==> src/rtl/note_sequencer.sv <==
// Steps a song's note table in an external synchronous ROM and holds each note for its beat count.
// Latency: a new note appears 2 cycles after its fetch starts; song_end is registered, 1 cycle after the END state.
// Backpressure: none; pause freezes the beat timer and start restarts playback from any state.
module note_sequencer #(
    parameter int NOTE_W         = 4,
    parameter int DUR_W          = 4,
    parameter int IDX_W          = 6,
    parameter int TICKS_PER_BEAT = 12500000
) (
    input  logic                      clk,
    input  logic                      reset,
    input  logic [1:0]                select,
    input  logic                      start,
    input  logic                      pause,
    output logic [IDX_W+1:0]          rom_addr,
    input  logic [NOTE_W+DUR_W-1:0]   rom_data,
    output logic [NOTE_W-1:0]         note,
    output logic                      playing,
    output logic                      song_end
);

    localparam int                TICK_W    = $clog2(TICKS_PER_BEAT);
    localparam logic [TICK_W-1:0] TICK_LAST = TICK_W'(TICKS_PER_BEAT - 1);
    localparam logic [TICK_W-1:0] TICK_ONE  = TICK_W'(1);
    localparam logic [IDX_W-1:0]  IDX_LAST  = '1;
    localparam logic [IDX_W-1:0]  IDX_ONE   = IDX_W'(1);
    localparam logic [DUR_W-1:0]  BEAT_ONE  = DUR_W'(1);

    typedef enum logic [2:0] {
        S_IDLE,
        S_FETCH,
        S_WAIT,
        S_PLAY,
        S_END
    } state_t;

    state_t              r_state;
    logic [1:0]          r_song;
    logic [IDX_W-1:0]    r_index;
    logic [TICK_W-1:0]   r_tick;
    logic [DUR_W-1:0]    r_beat;
    logic [NOTE_W-1:0]   r_note;
    logic                r_playing;
    logic                r_song_end;

    logic [NOTE_W-1:0]   w_rom_note;
    logic [DUR_W-1:0]    w_rom_dur;
    logic                w_beat_done;
    logic                w_note_done;

    assign w_rom_note  = rom_data[NOTE_W+DUR_W-1:DUR_W];
    assign w_rom_dur   = rom_data[DUR_W-1:0];
    assign w_beat_done = (r_tick == TICK_LAST);
    assign w_note_done = w_beat_done && (r_beat == BEAT_ONE);

    assign rom_addr = {r_song, r_index};
    assign note     = r_note;
    assign playing  = r_playing;
    assign song_end = r_song_end;

    // Playback FSM: start restarts from any state and suppresses the end pulse of an aborted song.
    always_ff @(posedge clk) begin
        if (reset) begin
            r_state    <= S_IDLE;
            r_song     <= 2'd0;
            r_index    <= '0;
            r_tick     <= '0;
            r_beat     <= '0;
            r_note     <= '0;
            r_playing  <= 1'b0;
            r_song_end <= 1'b0;
        end else begin
            r_song_end <= 1'b0;
            if (start) begin
                r_song  <= select;
                r_index <= '0;
                r_tick  <= '0;
                r_state <= S_FETCH;
            end else begin
                case (r_state)
                    S_IDLE: begin
                        r_state <= S_IDLE;
                    end
                    // Address is presented this cycle; ROM word arrives next cycle.
                    S_FETCH: begin
                        r_state <= S_WAIT;
                    end
                    // Previous note keeps sounding until the new word is decoded.
                    S_WAIT: begin
                        if (w_rom_dur == '0) begin
                            r_state <= S_END;
                        end else begin
                            r_note    <= w_rom_note;
                            r_beat    <= w_rom_dur;
                            r_tick    <= '0;
                            r_playing <= 1'b1;
                            r_state   <= S_PLAY;
                        end
                    end
                    S_PLAY: begin
                        if (!pause) begin
                            if (w_beat_done) begin
                                r_tick <= '0;
                                r_beat <= r_beat - BEAT_ONE;
                            end else begin
                                r_tick <= r_tick + TICK_ONE;
                            end
                            // A full table has no marker, so the last slot ends the song.
                            if (w_note_done) begin
                                if (r_index == IDX_LAST) begin
                                    r_state <= S_END;
                                end else begin
                                    r_index <= r_index + IDX_ONE;
                                    r_state <= S_FETCH;
                                end
                            end
                        end
                    end
                    S_END: begin
                        r_song_end <= 1'b1;
                        r_note     <= '0;
                        r_playing  <= 1'b0;
                        r_index    <= '0;
                        r_state    <= S_IDLE;
                    end
                    default: begin
                        r_state <= S_IDLE;
                    end
                endcase
            end
        end
    end

endmodule

==> config.mk <==
export PLATFORM = sky130hd
export DESIGN_NAME = note_sequencer
export DESIGN_NICKNAME = d
export VERILOG_FILES = /design/src/rtl/note_sequencer.sv
export SDC_FILE = /design/constraint.sdc
export NUM_CORES = 1
export LEC_CHECK = 0
export BUFFER_PORTS_ARGS = -buffer_cell sky130_fd_sc_hd__buf_4
export CAP_MARGIN = 5
export CORE_ASPECT_RATIO = 1.2
export CORE_MARGIN = 2
export CORE_UTILIZATION = 48
export CTS_CLUSTER_DIAMETER = 200
export DETAILED_ROUTE_END_ITERATION = 12
export HOLD_SLACK_MARGIN = 0.1
export PLACE_DENSITY = 0.71
export SLEW_MARGIN = 40
export SYNTH_ARGS = -nofsm -noshare
export SYNTH_HDL_FRONTEND = slang
export SYNTH_SLANG_ARGS = --single-unit
==> constraint.sdc <==
create_clock -name clk -period 2 [get_ports clk]
set_input_delay 0.1 -clock clk [delete_from_list [all_inputs] [get_ports clk]]
set_output_delay 0.1 -clock clk [all_outputs]
set_load 0.02 [all_outputs]
==> flow_summary.json, run 1 <==
{
  "status": "finished with violations",
  "violations": "setup timing",
  "wl_um": 5986,
  "clock_tree.buffer_depth": 2,
  "powerDensity_nw_per_um2": 522.3,
  "die_w_um": 67.02,
  "routedWlPerCell_um": 14.46,
  "internal_power_w": 0.001289,
  "portBuffers": 27,
  "io_pins": 28,
  "crit_family": "simple AND/OR/NAND/NOR gates",
  "synth_top_area_share_pct": 39.39,
  "fp-row-count": 27,
  "grt_pass1_vias": 2188,
  "drive_above_1_share_pct": 34.27,
  "crit_start": "r_tick[5]",
  "finClkSkew_ns": 0.005136,
  "hold_ws_ns": 0.1180,
  "synth_top_flop_cell": "dfxtp_1",
  "grt_overflow_total": 0,
  "finalHoldViolations": 0,
  "ir_worst_vdd_mv": 0.4043,
  "multi_input_area_um2": 1448,
  "slew_viol_final": 0,
  "fin_util_pct": 70.26,
  "min_path_type": "in -> reg",
  "syn_area_um2": 2287,
  "max_slew_margin_pct": 74.88,
  "worst_slew_pin_slew_ns": 0.3720,
  "dr.pass1.iters": 4,
  "yosysTopAreaCell": "dfxtp_1",
  "cp_max_fo": 7,
  "startpoint_type": "flip-flop",
  "combPwrFrac_pct": 8.9,
  "fin_ws_ns": -0.06366,
  "synth_warnings": 0,
  "die_h_um": 79.62,
  "via_count": 2335,
  "hp-start": "rom_data[0]",
  "drc": 0,
  "end_kind": "flip-flop",
  "start_util_pct": 49.78,
  "drv_cap": 0,
  "p_leak_nw": 1.208,
  "r2r_slack_ns": -0.06,
  "synth_edf_count": 0,
  "synth_common_cells": "45 x dfxtp_1, 35 x nor2_1, 21 x nand2_1, 19 x nand3_1, 16 x a21oi_1",
  "syn_inst": 275,
  "async_flop_share_pct": 0,
  "tns_ns": -1.019,
  "drtIter0Drc": 94,
  "cts-htree-levels": 2,
  "slowest_delay_ns": 0.54,
  "clkTransAtPathRegs_ns": 0.09,
  "n_fill_cell": 377,
  "clk_latency_ns": 0.30,
  "power.switching_w": 0.0003969,
  "yosysMostFrequentCell": "dfxtp_1",
  "final_antenna_net_count": 0,
  "gp_congestion": 0.8660,
  "cp_data_arrival_time_ns": 2.26,
  "synth_cell_type_count": 50,
  "synth-seq-area-share_pct": 39.39,
  "viasPerCell": 5.640,
  "coreArea_um2": 4594,
  "post-dp-hpwl_um": 4097,
  "setup_violations": 26,
  "die-area_um2": 5335,
  "nNetsFinal": 373,
  "regArea_um2": 903.4,
  "finalCriticalPeriod_ns": 2.064,
  "clkPwrFrac_pct": 37.0,
  "grt_max_degree": 22,
  "synth-seq-cells": 45,
  "period_share_pct": 103.2,
  "antenna_found_initial": 0,
  "cp_slowest_cell": "or4_4",
  "ys_top_cells_by_area": "dfxtp_1 39%, nor2_1 5.7%, xnor2_1 5.7%",
  "syn2layout_area_growth_pct": 41.14,
  "critPathBufInv": 1,
  "cts.sinks": 45,
  "grt_pass1_wl_um": 10010,
  "cts_tree": "done",
  "required_ns": 2.19,
  "antenna_cells": 0,
  "power_w": 0.001686,
  "synth_fp_nets": 293,
  "seq_power_share_pct": 54.1,
  "crit_chain": "or4_4, or2_4, o31a_1, o21ai_4, buf_6, nor2_2",
  "reg2reg_from": "r_tick[5]",
  "rsz0062_at_grt": "yes",
  "numCtsBuffers": 5,
  "grt_util_all_layers_pct": 24.11,
  "p_sw_share_pct": 23.54,
  "max_freq_mhz": 484.6,
  "syn_avg_cell_area_um2": 8.317,
  "clock-root-buffer": "clkbuf_8",
  "crit_type": "reg -> reg"
}
==> cell type report <==
cell class	instances	area share (%)
multi-input combinational	214	44.84
sequential	45	27.98
timing repair buffer	86	21.43
clock buffer	7	2.984
tap	58	2.248
inverter	3	0.3488
clock inverter	1	0.1550
==> repair_timing <==
| item | in CTS | in global routing |
|---|---|---|
| cloned | 1 | 0 |
| hold buffers | 9 | 0 |
| resized for setup | 22 | 18 |
| pin swaps | 24 | 9 |
| endpoints found under the hold margin | 8 | 0 |
| buffers inserted | 1 | 2 |
| setup endpoints to repair | 34 | 37 |
==> state kept, by name, summed over array words and instances, names as in the netlist <==
signal	flops
r_song	2
r_state	3
song_end	1
r_beat	4
playing	1
note	4
r_tick	24
r_index	6
==> routing by layer <==
layer	GRT usage (%)	routed length, um
met1	26.73	2483
met2	44.65	3165
met3	5.219	223
met4	7.347	114
met5	0	0
==> stage by stage <==
| stage | instance area [um^2] | setup WS, ns | instances |
|---|---|---|---|
| floorplan | 2287 | -0.0002272 | 275 |
| global placement | 2867 | -0.05469 | 393 |
| detailed placement | 2867 | -0.06058 | 393 |
| CTS | 3156 | -0.06270 | 412 |
| global route | 3228 | -0.1100 | 414 |
| finish | 3228 | -0.06366 | 414 |
==> kinds of logic after synthesis <==
family          share of synthesized area, %
xor+xnor                               7.276
simple gates                           31.84
compound gates                         15.59
fa+ha+maj                              2.188
buf+inv                                2.845
flops                                  39.39
mux                                   0.8753
==> worst paths after layout <==
kind                                  end  cells past startpoint
worst max register to register  r_tick[0]                      6
worst min register to register    note[1]                      2
worst max-delay path            r_tick[0]                      6
worst min-delay path            r_beat[0]                      3
==> worst min-delay path: cells and delay by family <==
| kind | cells | cell delay, ns |
|---|---|---|
| AO/OA/AOI/OAI | 2 | 0.19 |
| buffers and inverters | 1 | 0.10 |
==> layout by cell type (no fill, tap or decap), drive strengths merged, types with 4 or more instances in the layout <==
cell type,synthesis,final
buf,4,77
dfxtp,45,45
nor2,35,35
nand2,21,21
nand3,19,19
a21oi,16,16
xnor2,15,15
nor3,12,12
nand4,9,9
dlygate4sd3,0,9
nor4,9,9
o21ai,8,8
and3,7,7
clkbuf,9,7
nand2b,6,6
o31ai,5,5
o211ai,4,4
xor2,4,4
ha,4,4
==> power groups by stage <==
stage,registers [W],logic (W),clock network (W)
6_report,0.000913,0.000150,0.000623
4_1_cts,0.000912,0.000141,0.000636
3_3_place_gp,0.000933,0.000113,0
3_5_place_dp,0.000933,0.000114,0
2_1_floorplan,0.000933,0.0000588,0
5_1_grt,0.000914,0.000162,0.000676
Note: power is estimated with default switching activity, not from simulation.
==> run 2, diff against run 1 <==
--- a/config.mk
+++ b/config.mk
@@ -13,7 +13,7 @@
 export CTS_CLUSTER_DIAMETER = 200
 export DETAILED_ROUTE_END_ITERATION = 12
 export HOLD_SLACK_MARGIN = 0.1
-export PLACE_DENSITY = 0.71
+export PLACE_DENSITY = 0.68
 export SLEW_MARGIN = 40
 export SYNTH_ARGS = -nofsm -noshare
 export SYNTH_HDL_FRONTEND = slang
==> constraint.sdc (replaced) <==
create_clock -name clk -period 2.6 [get_ports clk]
set_input_delay 0.13 -clock clk [delete_from_list [all_inputs] [get_ports clk]]
set_output_delay 0.13 -clock clk [all_outputs]
set_load 0.02 [all_outputs]
==> flow_summary.json, run 2 (synthesis gave the netlist of run 1 again) <==
{
  "status": "finished, final reports clean",
  "grt_overflow_total": 0,
  "portBuffers": 27,
  "met2WireLength_um": 2597,
  "worst_slew_pin_slew_ns": 0.5979,
  "rsz0062_at_grt": "no",
  "viasPerCell": 5.801,
  "clock_tree.buffer_depth": 2,
  "top_regs": "r_tick x24, r_index x6",
  "dr.pass1.iters": 4,
  "drv_cap": 0,
  "clkTransAtPathRegs_ns": 0.08,
  "hp-start": "rom_data[4]",
  "antenna_cells": 0,
  "nNetsFinal": 326,
  "grt_pass1_vias": 2067,
  "die_w_um": 67.02,
  "top_register": "r_tick",
  "cts_setup_buffers": 0,
  "end_kind": "flip-flop",
  "drtIter0Drc": 133,
  "placedCellCount": 355,
  "seq_power_share_pct": 57.8,
  "whs_endpoint": "note[0]",
  "die-area_um2": 5335,
  "crit_chain": "or4_1, or2_1, o31a_1, o21ai_1, buf_4, a21oi_1",
  "ir_worst_vdd_mv": 0.2353,
  "fin_area_um2": 2695,
  "r2r_cells": 6,
  "power_w": 0.001215,
  "cts-htree-levels": 2,
  "antenna_found_initial": 0,
  "grt_pass1_wl_um": 9066,
  "cp_data_arrival_time_ns": 2.34,
  "hold_path_depth": 3,
  "place_worst_setup_slack_ns": 0.4343,
  "largest_reg_flops": 24,
  "via_count": 2123,
  "cts_tree": "done",
  "clk_latency_ns": 0.29,
  "combPwrFrac_pct": 7.0,
  "die_h_um": 79.62,
  "power.switching_w": 0.0002710,
  "wl_met1_um": 2424,
  "r2r_slack_ns": 0.42,
  "max_freq_mhz": 459.4,
  "p_leak_nw": 0.9179,
  "stdcell_count": 366,
  "internal_power_w": 0.0009439,
  "timing.rr.end": "r_tick[8]",
  "slowest_delay_ns": 0.56,
  "wl_met3_um": 166,
  "period_share_pct": 83.73,
  "clkPwrFrac_pct": 35.3,
  "post_dp_cell_area_um2": 2569,
  "io_pins": 28,
  "min_path_type": "in -> reg",
  "grt_max_degree": 22,
  "dr.max_layer_used": "met4",
  "setup_violations": 0,
  "fp-row-count": 27,
  "syn2layout_area_growth_pct": 17.83,
  "grt_util_all_layers_pct": 21.48,
  "post-dp-hpwl_um": 3775,
  "required_ns": 2.77,
  "slew_viol_final": 0,
  "drc": 0,
  "finClkSkew_ns": 0.003454,
  "drive_above_1_share_pct": 16.23,
  "fin_ws_ns": 0.4231,
  "clock-root-buffer": "clkbuf_8",
  "start_util_pct": 49.78,
  "reg2reg_from": "r_tick[5]",
  "routedWlPerCell_um": 14.37,
  "gp_congestion": 0.8508,
  "crit_type": "reg -> reg",
  "numCtsBuffers": 5,
  "crit_family": "simple AND/OR/NAND/NOR gates",
  "wl_um": 5260,
  "final_antenna_net_count": 0,
  "powerDensity_nw_per_um2": 450.8,
  "cts.sinks": 45,
  "finalHoldViolations": 0,
  "critPathBufInv": 1,
  "tns_ns": 0,
  "cp_slowest_cell": "or4_1",
  "cp_max_fo": 21,
  "layout_common_cells": "45 x dfxtp_1, 35 x nor2_1, 35 x buf_4",
  "layout_commonest_cell": "dfxtp_1",
  "startpoint_type": "flip-flop",
  "coreArea_um2": 4594,
  "max_slew_margin_pct": 59.83,
  "p_sw_share_pct": 22.30,
  "finalCriticalPeriod_ns": 2.177
}
==> run 2: cell types whose count changed in the layout (fill, tap and decap cells not counted), sizes merged <==
cell         delta
dlygate4sd3     -5
buf            -42
clkinv          -1
==> run 2: per-layer routing <==
layer | vias to the layer above | global-route usage, %
li1 | 1072 | -
met1 | 1006 | 26.45
met2 | 39 | 37.82
met3 | 6 | 4.090
met4 | 0 | 5.306
met5 | - | 0
==> run 2: worst max path at each step <==
stage            endpoint         from  slack [ns]  cells past startpoint
3_5_place_dp    r_beat[0]    r_tick[5]        0.43                      5
4_1_cts         r_beat[0]    r_tick[5]        0.43                      5
6_report        r_tick[8]    r_tick[5]        0.42                      6
2_1_floorplan  r_state[0]   r_tick[14]        0.57                      5
3_3_place_gp   r_tick[16]  rom_data[0]        0.45                      6
5_1_grt         r_beat[0]    r_tick[0]        0.24                      6
==> run 2: repair_timing <==
item	4_1_cts	5_1_grt
endpoints found under the hold margin	4	0
hold buffers	4	0
endpoints found under the setup margin	0	0
gates resized for setup	0	0
==> run 2: layout make-up <==
class,count,area [um^2]
clock buffer,7,86.33
multi-input combinational,214,1321
timing repair buffer,39,302.8
sequential,45,900.9
tap,58,72.57
inverter,3,11.26
fill,441,1899
==> run 2: metrics by stage <==
stage / utilization [%] / hold slack (ns)
floorplan: - / 0.2326
global placement: 55.91 / 0.3642
detailed placement: 55.91 / 0.3747
CTS: 58.66 / 0.1006
global route: 58.66 / 0.1188
finish: 58.66 / 0.1053
==> run 2: power by group through the flow <==
stage | logic [W] | registers (W) | clock network, W
after floorplan | 0.0000452 | 0.000718 | 0
after global placement | 0.0000792 | 0.000718 | 0
after detailed placement | 0.0000797 | 0.000718 | 0
after CTS | 0.0000847 | 0.000701 | 0.000439
after global routing | 0.0000935 | 0.000703 | 0.000465
final | 0.0000847 | 0.000702 | 0.000429
==> run 2: worst register-to-register path: cells and delay by family, from the launching register on <==
family / cells / cell delay [ns]
simple gates: 2 / 0.84
compound gates: 3 / 0.57
flops: 1 / 0.37
buf+inv: 1 / 0.27
==> run 3, diff against run 2 <==
==> constraint.sdc (replaced) <==
create_clock -name clk -period 2.1 [get_ports clk]
set_input_delay 0.105 -clock clk [delete_from_list [all_inputs] [get_ports clk]]
set_output_delay 0.105 -clock clk [all_outputs]
set_load 0.02 [all_outputs]
==> flow_summary.json, run 3 (synthesis gave the netlist of run 1 again) <==
{
  "clock-root-buffer": "clkbuf_8",
  "dr.pass1.iters": 4,
  "start_util_pct": 49.78,
  "routedWlPerCell_um": 15.07,
  "cts-htree-levels": 2,
  "clk_latency_ns": 0.30,
  "grt_pass1_wl_um": 9880,
  "die_h_um": 79.62,
  "setup_violations": 0,
  "status": "finished, final reports clean",
  "drc": 0,
  "top_register": "r_tick",
  "min_path_type": "in -> reg",
  "finalHoldViolations": 0,
  "required_ns": 2.30,
  "layout_common_cells": "58 x buf_4, 42 x dfxtp_1, 34 x nor2_1",
  "coreArea_um2": 4594,
  "worst_slew_pin_slew_ns": 0.6368,
  "max_freq_mhz": 485.0,
  "grt_max_degree": 22,
  "io_pins": 28,
  "nNetsFinal": 356,
  "numCtsBuffers": 5,
  "rsz0062_at_grt": "yes",
  "cts_tree": "done",
  "max_slew_margin_pct": 57.22,
  "fin_ws_ns": 0.03833,
  "regArea_um2": 904.6,
  "crit_type": "reg -> reg",
  "fp-row-count": 27,
  "finalCriticalPeriod_ns": 2.062,
  "post-dp-hpwl_um": 4123,
  "layout_commonest_cell": "buf_4",
  "ir_worst_vdd_mv": 0.3245,
  "clock_tree.buffer_depth": 2,
  "place_worst_setup_slack_ns": 0.02452,
  "wl_um": 5984,
  "multi_input_area_um2": 1418,
  "power_w": 0.001705,
  "powerDensity_nw_per_um2": 554.8,
  "syn2layout_area_growth_pct": 34.35,
  "startpoint_type": "flip-flop",
  "antenna_cells": 0,
  "antenna_found_initial": 0,
  "die_w_um": 67.02,
  "grt_pass1_vias": 2157,
  "cp_data_arrival_time_ns": 2.26,
  "drv_cap": 0,
  "grt_overflow_total": 0,
  "drive_above_1_share_pct": 27.73,
  "end_kind": "flip-flop",
  "grt_util_all_layers_pct": 24.19,
  "n_fill_cell": 408,
  "portBuffers": 27,
  "largest_reg_flops": 24,
  "top_regs": "r_tick x24, r_index x6",
  "final_antenna_net_count": 0,
  "cp_max_fo": 7,
  "gp_congestion": 0.8517,
  "cts.sinks": 45,
  "clkTransAtPathRegs_ns": 0.09,
  "finClkSkew_ns": 0.003361,
  "period_share_pct": 98.17,
  "die-area_um2": 5335,
  "tns_ns": 0,
  "via_count": 2277,
  "p_leak_nw": 1.102,
  "viasPerCell": 5.736,
  "drtIter0Drc": 140,
  "slew_viol_final": 0
}
[run 3: where the power goes]
part | switching (W) | total [W] | internal [W]
clock network | 0.000320 | 0.000707 | 0.000387
logic | 0.0000658 | 0.000128 | 0.0000624
registers | 0.00000944 | 0.000870 | 0.000860
[run 3: metrics by stage]
stage / hold WS [ns] / utilization (%) / instance area (um^2) / cells
finish: 0.1463 / 66.88 / 3073 / 397
global route: 0.1738 / 66.88 / 3073 / 397
CTS: 0.1261 / 64.76 / 2975 / 396
detailed placement: 0.3546 / 59.67 / 2741 / 378
global placement: 0.3420 / 59.67 / 2741 / 378
floorplan: 0.2076 / - / 2287 / 275
[run 3: routing by layer]
metal / share of wire (%) / GRT usage [%]
met5: 0 / 0
met4: 1.0 / 8.571
met3: 3.4 / 5.219
met2: 52 / 42.48
met1: 43 / 28.40
[run 3: area by class of cell]
cell class              count  area share [%]
clock buffers               6           2.687
inverters                   3          0.3664
clock inverters             2           1.221
repair buffers             69           17.79
flip-flops and latches     45           29.44
well taps                  58           2.362
multi-input cells         214           46.13
[run 3: worst paths after layout]
kind	from	to	slack (ns)	depth (start not counted)
worst max-delay path	r_beat[1]	r_state[0]	0.04	7
worst min register to register	note[1]	note[1]	0.46	2
worst max register to register	r_beat[1]	r_state[0]	0.04	7
worst min-delay path	rom_data[1]	r_beat[1]	0.15	3
[run 3: worst max-delay path, stage by stage, from the launching register on]
cell,delay [ns]
dfxtp_2,0.33
inv_2,0.08
ha_4,0.12
or4b_4,0.45
or4_4,0.43
o21a_4,0.27
nor4b_4,0.20
nor2_1,0.07
[run 3: repair_timing]
action / 4_1_cts / 5_1_grt
setup endpoints to repair: 2 / 27
hold buffers: 10 / 0
endpoints found under the hold margin: 11 / 0
resized for setup: 2 / 22
pin swaps: 0 / 12
buffers inserted: 0 / 1
